**config.mk**
```make
export PLATFORM = sky130hd
export DESIGN_NAME = ebus_master
export DESIGN_NICKNAME = d
export VERILOG_FILES = /design/src/rtl/ebus_master.sv
export SDC_FILE = /design/constraint.sdc
export NUM_CORES = 1
export LEC_CHECK = 0
export CAP_MARGIN = 20
export CORE_AREA = 2 2 168 170
export CTS_CLUSTER_DIAMETER = 100
export DETAILED_ROUTE_END_ITERATION = 8
export DIE_AREA = 0 0 170 172
export GPL_TIMING_DRIVEN = 0
export PLACE_DENSITY = 0.64
export SLEW_MARGIN = 0
export SYNTH_ARGS = -nofsm -noshare
export SYNTH_HDL_FRONTEND = slang
export SYNTH_SLANG_ARGS = --single-unit
```
**constraint.sdc**
```tcl
create_clock -name clk -period 8 [get_ports clk]
set_input_delay 1.2 -clock clk [delete_from_list [all_inputs] [get_ports clk]]
set_output_delay 1.2 -clock clk [all_outputs]
set_load 0.02 [all_outputs]
```
**src/rtl/ebus_master.sv**
```systemverilog
// ebus_master: EBOX-side EBUS transaction sequencer. It runs one request at a time through
// a timed ack/xfer handshake, muxes NDEV device drivers and flags bus contention.
module ebus_master #(
  parameter int NDEV    = 8,
  parameter int TIMEOUT = 64
) (
  input  logic                  clk,
  input  logic                  CROBAR,
  input  logic                  req,
  input  logic [2:0]            reqFunc,
  input  logic [6:0]            reqCS,
  input  logic [0:35]           reqData,
  output logic                  busy,
  output logic                  done,
  output logic                  timedOut,
  output logic [0:35]           rdData,
  output logic                  contention,
  input  logic [NDEV-1:0][0:35] devData,
  input  logic [NDEV-1:0]       devDriving,
  output logic [0:35]           ebusData,
  output logic [6:0]            ebusCS,
  output logic [2:0]            ebusFunc,
  output logic                  ebusDemand,
  input  logic                  ebusAck,
  input  logic                  ebusXfer
);

  typedef enum logic [2:0] {
    ST_IDLE   = 3'd0,
    ST_SETUP  = 3'd1,
    ST_DEMAND = 3'd2,
    ST_XFER   = 3'd3,
    ST_HOLD   = 3'd4,
    ST_DONE   = 3'd5
  } state_t;

  localparam logic [9:0] TMO_LAST = 10'(TIMEOUT - 1);

  state_t      state_r, state_s;
  logic [9:0]  timer_r;
  logic [2:0]  func_r;
  logic [6:0]  cs_r;
  logic [0:35] wdata_r;
  logic [0:35] rd_r;
  logic        busy_r, done_r, timed_out_r, demand_r, contention_r;
  logic        accept_s, abort_s, capture_s, wr_s, master_drv_s, active_s;
  logic [6:0]  nsrc_s;
  logic [0:35] dev_or_s;

  // CONO, DATAO and PIserved are writes; everything else, reserved codes included, reads
  function automatic logic is_write(input logic [2:0] f);
    logic w;
    case (f)
      3'b000, 3'b010, 3'b100: w = 1'b1;
      default:                w = 1'b0;
    endcase
    return w;
  endfunction

  function automatic logic [6:0] count_ones(input logic [NDEV-1:0] v);
    logic [6:0] n;
    n = 7'd0;
    for (int i = 0; i < NDEV; i++) begin
      n = n + {6'd0, v[i]};
    end
    return n;
  endfunction

  assign accept_s     = (state_r == ST_IDLE) && req;
  assign wr_s         = is_write(func_r);
  assign master_drv_s = wr_s && ((state_r == ST_SETUP) || (state_r == ST_DEMAND) ||
                                 (state_r == ST_XFER));
  assign active_s     = (state_r == ST_SETUP) || (state_r == ST_DEMAND) ||
                        (state_r == ST_XFER)  || (state_r == ST_HOLD);
  assign nsrc_s       = count_ones(devDriving) + {6'd0, master_drv_s};

  // OR of every enabled device word
  always_comb begin
    dev_or_s = '0;
    for (int i = 0; i < NDEV; i++) begin
      dev_or_s = dev_or_s | (devData[i] & {36{devDriving[i]}});
    end
  end

  assign ebusData = dev_or_s | (master_drv_s ? wdata_r : 36'd0);

  // Next-state logic; ack and xfer win over a timeout that lands on the same edge
  always_comb begin
    state_s   = state_r;
    abort_s   = 1'b0;
    capture_s = 1'b0;
    case (state_r)
      ST_IDLE: begin
        if (req) begin
          state_s = ST_SETUP;
        end else begin
          state_s = ST_IDLE;
        end
      end
      ST_SETUP: state_s = ST_DEMAND;
      ST_DEMAND: begin
        if (ebusAck) begin
          state_s = ST_XFER;
        end else if (timer_r == TMO_LAST) begin
          state_s = ST_DONE;
          abort_s = 1'b1;
        end else begin
          state_s = ST_DEMAND;
        end
      end
      ST_XFER: begin
        if (ebusXfer) begin
          state_s   = ST_HOLD;
          capture_s = !wr_s;
        end else if (timer_r == TMO_LAST) begin
          state_s = ST_DONE;
          abort_s = 1'b1;
        end else begin
          state_s = ST_XFER;
        end
      end
      ST_HOLD: state_s = ST_DONE;
      ST_DONE: state_s = ST_IDLE;
      default: state_s = ST_IDLE;
    endcase
  end

  // State register; the timer restarts on every state change
  always_ff @(posedge clk or posedge CROBAR) begin
    if (CROBAR) begin
      state_r <= ST_IDLE;
      timer_r <= 10'd0;
    end else begin
      state_r <= state_s;
      if (state_s != state_r) begin
        timer_r <= 10'd0;
      end else if ((state_r == ST_DEMAND) || (state_r == ST_XFER)) begin
        timer_r <= timer_r + 10'd1;
      end else begin
        timer_r <= timer_r;
      end
    end
  end

  // Request latch; select and function drop back to zero on entry to DONE
  always_ff @(posedge clk or posedge CROBAR) begin
    if (CROBAR) begin
      func_r  <= 3'd0;
      cs_r    <= 7'd0;
      wdata_r <= 36'd0;
    end else if (accept_s) begin
      func_r  <= reqFunc;
      cs_r    <= reqCS;
      wdata_r <= reqData;
    end else if (state_s == ST_DONE) begin
      func_r  <= 3'd0;
      cs_r    <= 7'd0;
    end
  end

  // Registered status, handshake, read data and sticky contention
  always_ff @(posedge clk or posedge CROBAR) begin
    if (CROBAR) begin
      busy_r       <= 1'b0;
      done_r       <= 1'b0;
      timed_out_r  <= 1'b0;
      demand_r     <= 1'b0;
      rd_r         <= 36'd0;
      contention_r <= 1'b0;
    end else begin
      busy_r      <= (state_s != ST_IDLE);
      done_r      <= (state_s == ST_DONE);
      timed_out_r <= abort_s;
      demand_r    <= (state_s == ST_DEMAND) || (state_s == ST_XFER);
      if (capture_s) begin
        rd_r <= ebusData;
      end
      if (accept_s) begin
        contention_r <= 1'b0;
      end else if (active_s && (nsrc_s >= 7'd2)) begin
        contention_r <= 1'b1;
      end
    end
  end

  assign busy       = busy_r;
  assign done       = done_r;
  assign timedOut   = timed_out_r;
  assign rdData     = rd_r;
  assign contention = contention_r;
  assign ebusCS     = cs_r;
  assign ebusFunc   = func_r;
  assign ebusDemand = demand_r;

endmodule

```
== Word-level counts from Yosys, hierarchy flattened ==
Index checks and enable logic that the tools add are counted.

* Register bits after elaboration: 100
* Output and inout port bits: 87
* Word-level logic and storage cells: 86

* $add $sub $neg: 9
* $lt $le $gt $ge: 1
* Equality and inequality tests: 11
* Muxes and demuxes: 22
* Bitwise gates (word level): 16
* Reduce and logical (&&, ||, !) cells: 16

{| class="wikitable"
|+ Operator list
! operator !! number
|-
| 36-bit bitwise AND || 8
|-
| 36-bit OR || 8
|-
| 36-bit two-way mux || 1
|-
| 10-bit two-way mux || 2
|-
| 3-bit two-way mux || 6
|-
| 3-bit by 2-bit equality test with 1-bit output (second input constant) || 5
|-
| 3-bit one-hot mux with 5 select lines || 1
|-
| 7-bit by 1-bit adder with 7-bit output || 2
|-
| 7-bit two-way mux || 2
|-
| 10-bit by 1-bit adder with 10-bit output (second input constant) || 1
|-
| 10-bit by 6-bit equality test with 1-bit output (second input constant) || 1
|-
| 3-bit equality test (second input constant) || 3
|-
| 1-bit two-way mux || 9
|-
| 6-bit by 1-bit adder with 7-bit output || 1
|-
| 7-bit by 2-bit greater-or-equal comparator with 1-bit output (second input constant) || 1
|-
| 5-bit by 1-bit adder with 6-bit output || 1
|-
| 3-bit zero test || 2
|-
| 2-bit nonzero test || 3
|-
| 4-bit by 1-bit adder with 5-bit output || 1
|-
| 1-bit logical OR || 5
|-
| 3-bit by 1-bit adder with 4-bit output || 1
|-
| 2-bit by 1-bit adder with 3-bit output || 1
|-
| 3-bit by 1-bit equality test with 1-bit output (second input constant) || 1
|-
| 1-bit logical AND || 3
|-
| 6 further kinds || 6
|}

== Longest topological paths before layout ==
Gate-level depths: netlist of the first run.

* Depth in word-level cells: 12
* Mapped depth: 13
* Depth with buffers taken out: 12

== Least setup slack after synthesis of the first run ==
OpenSTA, ideal clock, no wires.

* Path type: input to register
* Start: in devDriving[0]
* End: reg contention_r (netlist: contention)
* Library setup time: 126 ps
* Arrival time: 3799 ps
* Setup slack: 4075 ps
* Stages: 10
* Path buffers: 0
* Cell sequence: fa_1 > fa_1 > inv_1 > fa_1 > fa_1 > inv_1 > fa_1 > inv_1 > a22oi_1 > o32a_1

* Cells in the longest elaborated chain, start to end: 11

{| class="wikitable"
|+ RTL lines
! what !! RTL line !! RTL
|-
| start: declaration || 19 || <nowiki>input logic [NDEV-1:0] devDriving,</nowiki>
|-
| 1-bit by 1-bit adder with 2-bit output || 64 || <nowiki>n = n + {6'd0, v[i]};</nowiki>
|-
| 2-bit by 1-bit adder with 3-bit output || 64 ||
|-
| 3-bit by 1-bit adder with 4-bit output || 64 ||
|-
| 4-bit by 1-bit adder with 5-bit output || 64 ||
|-
| 5-bit by 1-bit adder with 6-bit output || 64 ||
|-
| 6-bit by 1-bit adder with 7-bit output || 64 ||
|-
| 7-bit by 1-bit adder with 7-bit output || 64 ||
|-
| 7-bit by 1-bit adder with 7-bit output || 75 || <nowiki>assign nsrc_s = count_ones(devDriving) + {6'd0, master_drv_s};</nowiki>
|-
| 7-bit by 2-bit greater-or-equal comparator with 1-bit output || 180 || <nowiki>end else if (active_s && (nsrc_s >= 7'd2)) begin</nowiki>
|-
| 1-bit logical AND || 180 ||
|-
| 2-bit nonzero test (no line) || n/a ||
|-
| end signal: assignment || 169 || <nowiki>contention_r <= 1'b0;</nowiki>
|-
| end signal: assignment || 179 || <nowiki>contention_r <= 1'b0;</nowiki>
|-
| end signal: assignment || 181 || <nowiki>contention_r <= 1'b1;</nowiki>
|-
| end: declaration || 45 || <nowiki>logic busy_r, done_r, timed_out_r, demand_r, contention_r;</nowiki>
|}

Every way passes these cells.
A chain may end at the register's enable or synchronous reset.

== Worst setup path in the final report of the first run ==
* Start: in devDriving[0]
* End: out ebusData[34] in the netlist's numbering

* Cells in the longest elaborated chain, start to end: 9

{| class="wikitable"
|+ RTL lines
! what !! RTL line !! RTL
|-
| 36-bit bitwise AND || 81 || <nowiki>dev_or_s = dev_or_s | (devData[i] & {36{devDriving[i]}});</nowiki>
|-
| 36-bit OR (7 in series) || 81 ||
|-
| 36-bit OR || 85 || <nowiki>assign ebusData = dev_or_s | (master_drv_s ? wdata_r : 36'd0);</nowiki>
|-
| end: declaration || 20 || <nowiki>output logic [0:35] ebusData,</nowiki>
|}

Every way passes these cells.

==> results of run 1 <==
## through the flow
stage / setup WS [ps] / utilization / area (sq um)
2_1_floorplan: 4075 / - / 6008
4_1_cts: 2003 / 0.4028 / 11070
6_report: 2146 / 0.4037 / 11090
3_5_place_dp: 2016 / 0.3924 / 10780
5_1_grt: 1926 / 0.4036 / 11090
3_3_place_gp: 2003 / 0.3907 / 10740
## critical path, stage by stage
cell and delay [ps]:
clkdlybuf4s50_1 510, clkbuf_1 760, clkbuf_1 720, a22oi_1 400, nand4_1 300, a21o_1 140, clkdlybuf4s50_1 610
## cells by family after synthesis
group,Yosys count
muxes,73
and+or+nand+nor,77
AOI/OAI and AO/OA,219
adders and majority gates,8
buffers and inverters,60
xor gates and xnor gates,9
DFF,100
## flip-flops by register name, indices dropped and copies added (netlist names)
| signal | flops |
|---|---|
| done | 1 |
| contention | 1 |
| timer_r | 10 |
| rdData | 36 |
| wdata_r | 36 |
| state_r | 3 |
| timedOut | 1 |
| ebusFunc | 3 |
| ebusCS | 7 |
| busy | 1 |
| ebusDemand | 1 |
## path summary, 6_finish.rpt
kind	startpoint	to	slack, ps	cells past startpoint
max	devDriving[0]	ebusData[34]	2150	7
max in group asynchronous	CROBAR	wdata_r[2]$_DFFE_PP0P_	6060	3
min in group asynchronous	CROBAR	ebusCS[3]$_DFFE_PP0P_	1210	2
min	ebusCS[6]$_DFFE_PP0P_	ebusCS[6]$_DFFE_PP0P_	510	1
min reg2reg	ebusCS[6]$_DFFE_PP0P_	ebusCS[6]$_DFFE_PP0P_	510	1
max reg2reg	ebusFunc[2]$_DFFE_PP0P_	contention$_DFFE_PP0P_	3990	12
## cells in the mapped netlist (2+ instances only)
cell type	count
dfrtp_1	100
a21oi_1	5
a22o_1	10
buf_6	6
mux2_2	72
clkbuf_1	29
nand2_1	4
nor2_1	7
nor3_4	2
xnor2_1	7
a22oi_1	145
nand4_1	38
inv_1	13
buf_1	3
ha_1	3
buf_2	6
a211oi_1	10
fa_1	5
nor3_1	4
nand2b_1	4
o21ai_0	2
a21o_1	36
buf_4	3
nand3_1	2
nor2b_1	4
xor2_1	2
## power breakdown
| part | leakage (nW) | total (W) | internal, W | switching, W |
|---|---|---|---|---|
| combinational | 2.93 | 0.00144 | 0.000732 | 0.000708 |
| sequential | 1.16 | 0.000851 | 0.000729 | 0.000122 |
| clock | 0.142 | 0.000452 | 0.000230 | 0.000222 |
## area by class of cell
| cell class | instances | area (sq um) |
|---|---|---|
| well taps | 346 | 432.9 |
| plain buffers | 47 | 240.2 |
| clock buffers | 11 | 252.7 |
| clock inverters | 5 | 35.03 |
| inverters | 13 | 51.30 |
| diodes | 4 | 10.01 |
| flip-flops and latches | 100 | 2502 |
| multi-input cells | 386 | 3217 |
| repair buffers | 432 | 4352 |
| fillers | 2746 | 16380 |
## cells in the final DEF (no fill, tap or decap), drive strengths merged, types with 4 or more instances in the layout
master           n
a211oi          11
a21o            36
a21oi            5
a22o            10
a22oi          145
buf             21
clkbuf          40
clkdlybuf4s50  429
dfrtp          100
diode            4
fa               5
inv             14
mux2            72
nand2            5
nand2b           5
nand4           38
nor2             7
nor2b            4
nor3             6
xnor2            7
## per-layer routing
layer / track usage / vias to the layer above / part of all wire
li1: - / 3075 / -
met5: 0 / - / 0
met2: 0.3977 / 395 / 0.48
met3: 0.05241 / 63 / 0.077
met4: 0.09885 / 0 / 0.032
met1: 0.2995 / 3530 / 0.41
==> flow_summary.ini, run 1 <==
[worst_setup_path]
endpoint_kind = primary output
crit_required_ps = 6800
path_max_fanout = 10
worstSetupPathType = in -> out
start_kind = input port
cp.arrival_ps = 4650

[power]
vdd_drop_max_mv = 0.1300
total_power_w = 0.002744
power_density_nw_per_um2 = 247.3
power_leakage_nw = 4.225

[clock_network]
path_clk_slew_ps = 70
clock-sinks = 100
insertion_delay_ps = 360
clockRootBuffer = clkbuf_16
post-cts-setup-buffer-count = 0
cts_tree = done
ctsResizeCount = 0
clock_path_buffers = 2
cts_hold_buf = 0
cts.htree.levels = 3
numCtsBuffers = 9

[yosys]
yosysSeqAreaShare = 0.4165
synth_top_area_frac = 0.4165
synth_area_sq_um = 6008
synth.net_count = 901
synth_xor_area_frac = 0.01312
synth_compound_area_frac = 0.2795
yosys.area_share.simple = 0.08330
ys.flop_type = dfrtp_1
synth_fa_ha_area_frac = 0.02291
synth_warnings = 0
synth_top_family_by_area = compound AO/OA/AOI/OAI gates
post_synth_num_cell_types = 50
synthMuxAreaShare = 0.1366
postSynthRegisterBits = 100
synth.avg_cell_area_sq_um = 11.00
async_flop_share = 1.000
yosys-top-cells-area = dfrtp_1 42%, a22oi_1 18%, mux2_2 13%
synth_edf_count = 0
synthCells = 546
synth_top_area_cell = dfrtp_1

[placed_design]
dp.cells = 1323
io_buffers = 429
gp_congestion = 0.9113
dpl.hpwl_mm = 27.57

[detailed_routing]
drtPass1Iterations = 5
postRouteAntennaNets = 0
drcViolationCount = 0
drt_first_iter_violations = 439
via_count = 7063
drt-wirelength-per-cell_um = 27.05
routed_wl_mm = 36.35
viasPerCell = 5.255

[global_route]
grt-ovfl-total = 0
grt_pass1_vias = 7202
grt_usage = 0.2384
antenna_found_initial = 4
grt_max_degree = 67
grt_first_pass_wirelength_mm = 49.40

[timing]
grt_setup_unrepaired = false
tns_ps = 0
final_hold_viol_count = 0
fin_crit_sh = 0.7317
fmax_mhz = 170.8
finalSetupViolations = 0
worst_slew_pin_slew_ps = 1239
min_period_ps = 5854
hold_slack_ps = 507.5
final_max_slew_viol_count = 0
final.setup_skew_ps = 16.41
slew_headroom = 0.1738

[cells_and_area]
drive_above_1_share = 0.1197
fin_nets = 1344
fin_cells = 1344
area_growth_pct = 84.63

[die]
io_pins = 434
die-area_sq_um = 29240
rows = 61
start_util = 0.2187
core_area_sq_um = 27480
die_w_um = 170
fp.dieH_um = 172

[job]
cap_viol_max_count = 0

[min_path]
hold_path_class = reg -> reg

[run_status]
status = finished clean
No activity file was read; power rests on OpenSTA's default activity.
==> run 2: changes to the inputs <==
--- a/config.mk
+++ b/config.mk
@@ -6,12 +6,12 @@
 export NUM_CORES = 1
 export LEC_CHECK = 0
 export CAP_MARGIN = 20
-export CORE_AREA = 2 2 168 170
+export CORE_AREA = 2 2 167 169
 export CTS_CLUSTER_DIAMETER = 100
 export DETAILED_ROUTE_END_ITERATION = 8
-export DIE_AREA = 0 0 170 172
+export DIE_AREA = 0 0 169 171
 export GPL_TIMING_DRIVEN = 0
-export PLACE_DENSITY = 0.64
+export PLACE_DENSITY = 0.67
 export SLEW_MARGIN = 0
 export SYNTH_ARGS = -nofsm -noshare
 export SYNTH_HDL_FRONTEND = slang
==> constraint.sdc (replaced) <==
create_clock -name clk -period 5.2 [get_ports clk]
set_input_delay 0.78 -clock clk [delete_from_list [all_inputs] [get_ports clk]]
set_output_delay 0.78 -clock clk [all_outputs]
set_load 0.02 [all_outputs]
==> flow_summary.ini, run 2 (synthesis gave the netlist of run 1 again) <==
[timing]
finalSetupViolations = 0
tns_ps = 0
fin_crit_sh = 0.9520
worst_slew_pin_slew_ps = 1182
min_period_ps = 4950
final.setup_skew_ps = 9.678
final_max_slew_viol_count = 0
hold_slack_ps = 507.0
slew_headroom = 0.2117
grt_setup_unrepaired = false
final_hold_viol_count = 0
fmax_mhz = 202.0

[clock_network]
clock_path_buffers = 2
numCtsBuffers = 9
path_clk_slew_ps = 70
insertion_delay_ps = 360
post-cts-setup-buffer-count = 0
ctsResizeCount = 0
clock-sinks = 100
cts_tree = done
clockRootBuffer = clkbuf_16
cts.htree.levels = 3
cts_hold_buf = 0

[placed_design]
io_buffers = 429
dpl.hpwl_mm = 27.63
gp_congestion = 0.8978

[die]
fp.dieH_um = 171
io_pins = 434
start_util = 0.2199
rows = 61
die-area_sq_um = 28900
core_area_sq_um = 27320
die_w_um = 169

[cells_and_area]
multi_input_area_sq_um = 3217
layout_commonest_cell = clkdlybuf4s50_1
regArea_sq_um = 2502
area_growth_pct = 85.07
fin_nets = 1344
nFillCells = 2670
drive_above_1_share = 0.1197
final_cell_mix = 429 x clkdlybuf4s50_1, 145 x a22oi_1, 100 x dfrtp_1, 72 x mux2_2, 38 x nand4_1

[power]
power_density_nw_per_um2 = 383.3
vdd_drop_max_mv = 0.2286
power_leakage_nw = 4.236

[run_status]
status = finished clean

[worst_setup_path]
worstSetupPathType = in -> out
critPathLaunch = devDriving[5]
path_max_fanout = 10
crit_required_ps = 4420
cp.arrival_ps = 4170
r2r_start = ebusFunc[2]$_DFFE_PP0P_
start_kind = input port
endpoint_kind = primary output

[global_route]
grt-ovfl-total = 0
grt_usage = 0.2399
grt_pass1_vias = 7152
grt_max_degree = 52
grt_first_pass_wirelength_mm = 49.16
antenna_found_initial = 3

[detailed_routing]
postRouteAntennaNets = 0
drtPass1Iterations = 6
viasPerCell = 5.216
drt_first_iter_violations = 486
routed_wl_mm = 36.08
via_count = 7005
drcViolationCount = 0
drt-wirelength-per-cell_um = 26.87

[min_path]
min_from = ebusCS[1]$_DFFE_PP0P_
hold_path_class = reg -> reg

[job]
cap_viol_max_count = 0
[run 2: final cells by class]
cell class                      count  area share
Antenna cell                        3   0.0006751
Clock inverter                      6    0.006976
Buffer                             47     0.02160
Clock buffer                       10     0.02149
Inverter                           13    0.004613
Multi-Input combinational cell    386      0.2893
Sequential cell                   100      0.2250
Tap cell                          346     0.03893
Timing Repair Buffer              432      0.3914
[run 2: stage by stage]
step                  util  instances  total power (W)  area (sq um)  setup WS, ps
floorplan                -        546         0.002472          6008          1695
global placement    0.3929       1321         0.003487         10740         49.68
detailed placement  0.3945       1323         0.003520         10780         241.0
CTS                 0.4061       1339         0.004297         11100         224.3
global route        0.4070       1343         0.004489         11120         156.0
finish              0.4070       1343         0.004262         11120         249.7
[run 2: where the power goes]
| part | switching [W] | internal, W | total (W) |
|---|---|---|---|
| Sequential | 0.000197 | 0.00112 | 0.00132 |
| Clock | 0.000347 | 0.000397 | 0.000744 |
| Combinational | 0.00107 | 0.00113 | 0.00220 |
| Total | 0.00162 | 0.00265 | 0.00426 |
[run 2: worst paths after layout]
path | slack, ps | endpoint | depth (start not counted)
setup / recovery | 250 | ebusData[17] | 7
min in group asynchronous | 890 | rdData[29]$_DFFE_PP0P_ | 2
hold reg to reg | 510 | ebusCS[1]$_DFFE_PP0P_ | 1
max in group asynchronous | 3600 | wdata_r[12]$_DFFE_PP0P_ | 3
setup reg to reg | 1190 | contention$_DFFE_PP0P_ | 12
hold / removal | 510 | ebusCS[1]$_DFFE_PP0P_ | 1
[run 2: worst max-delay path, stage by stage]
cell	delay [ps]
clkdlybuf4s50_1	520
clkbuf_1	640
clkbuf_1	920
a22oi_1	230
nand4_1	190
a21o_1	230
clkdlybuf4s50_1	650
[run 2: layer usage]
layer	wire length [um]	part of all wire	vias to the layer above	GRT usage
li1	-	-	3065	-
met1	14740	0.41	3419	0.2943
met2	16910	0.47	441	0.3899
met3	2898	0.080	80	0.06384
met4	1525	0.042	0	0.1200
met5	0	0	-	0
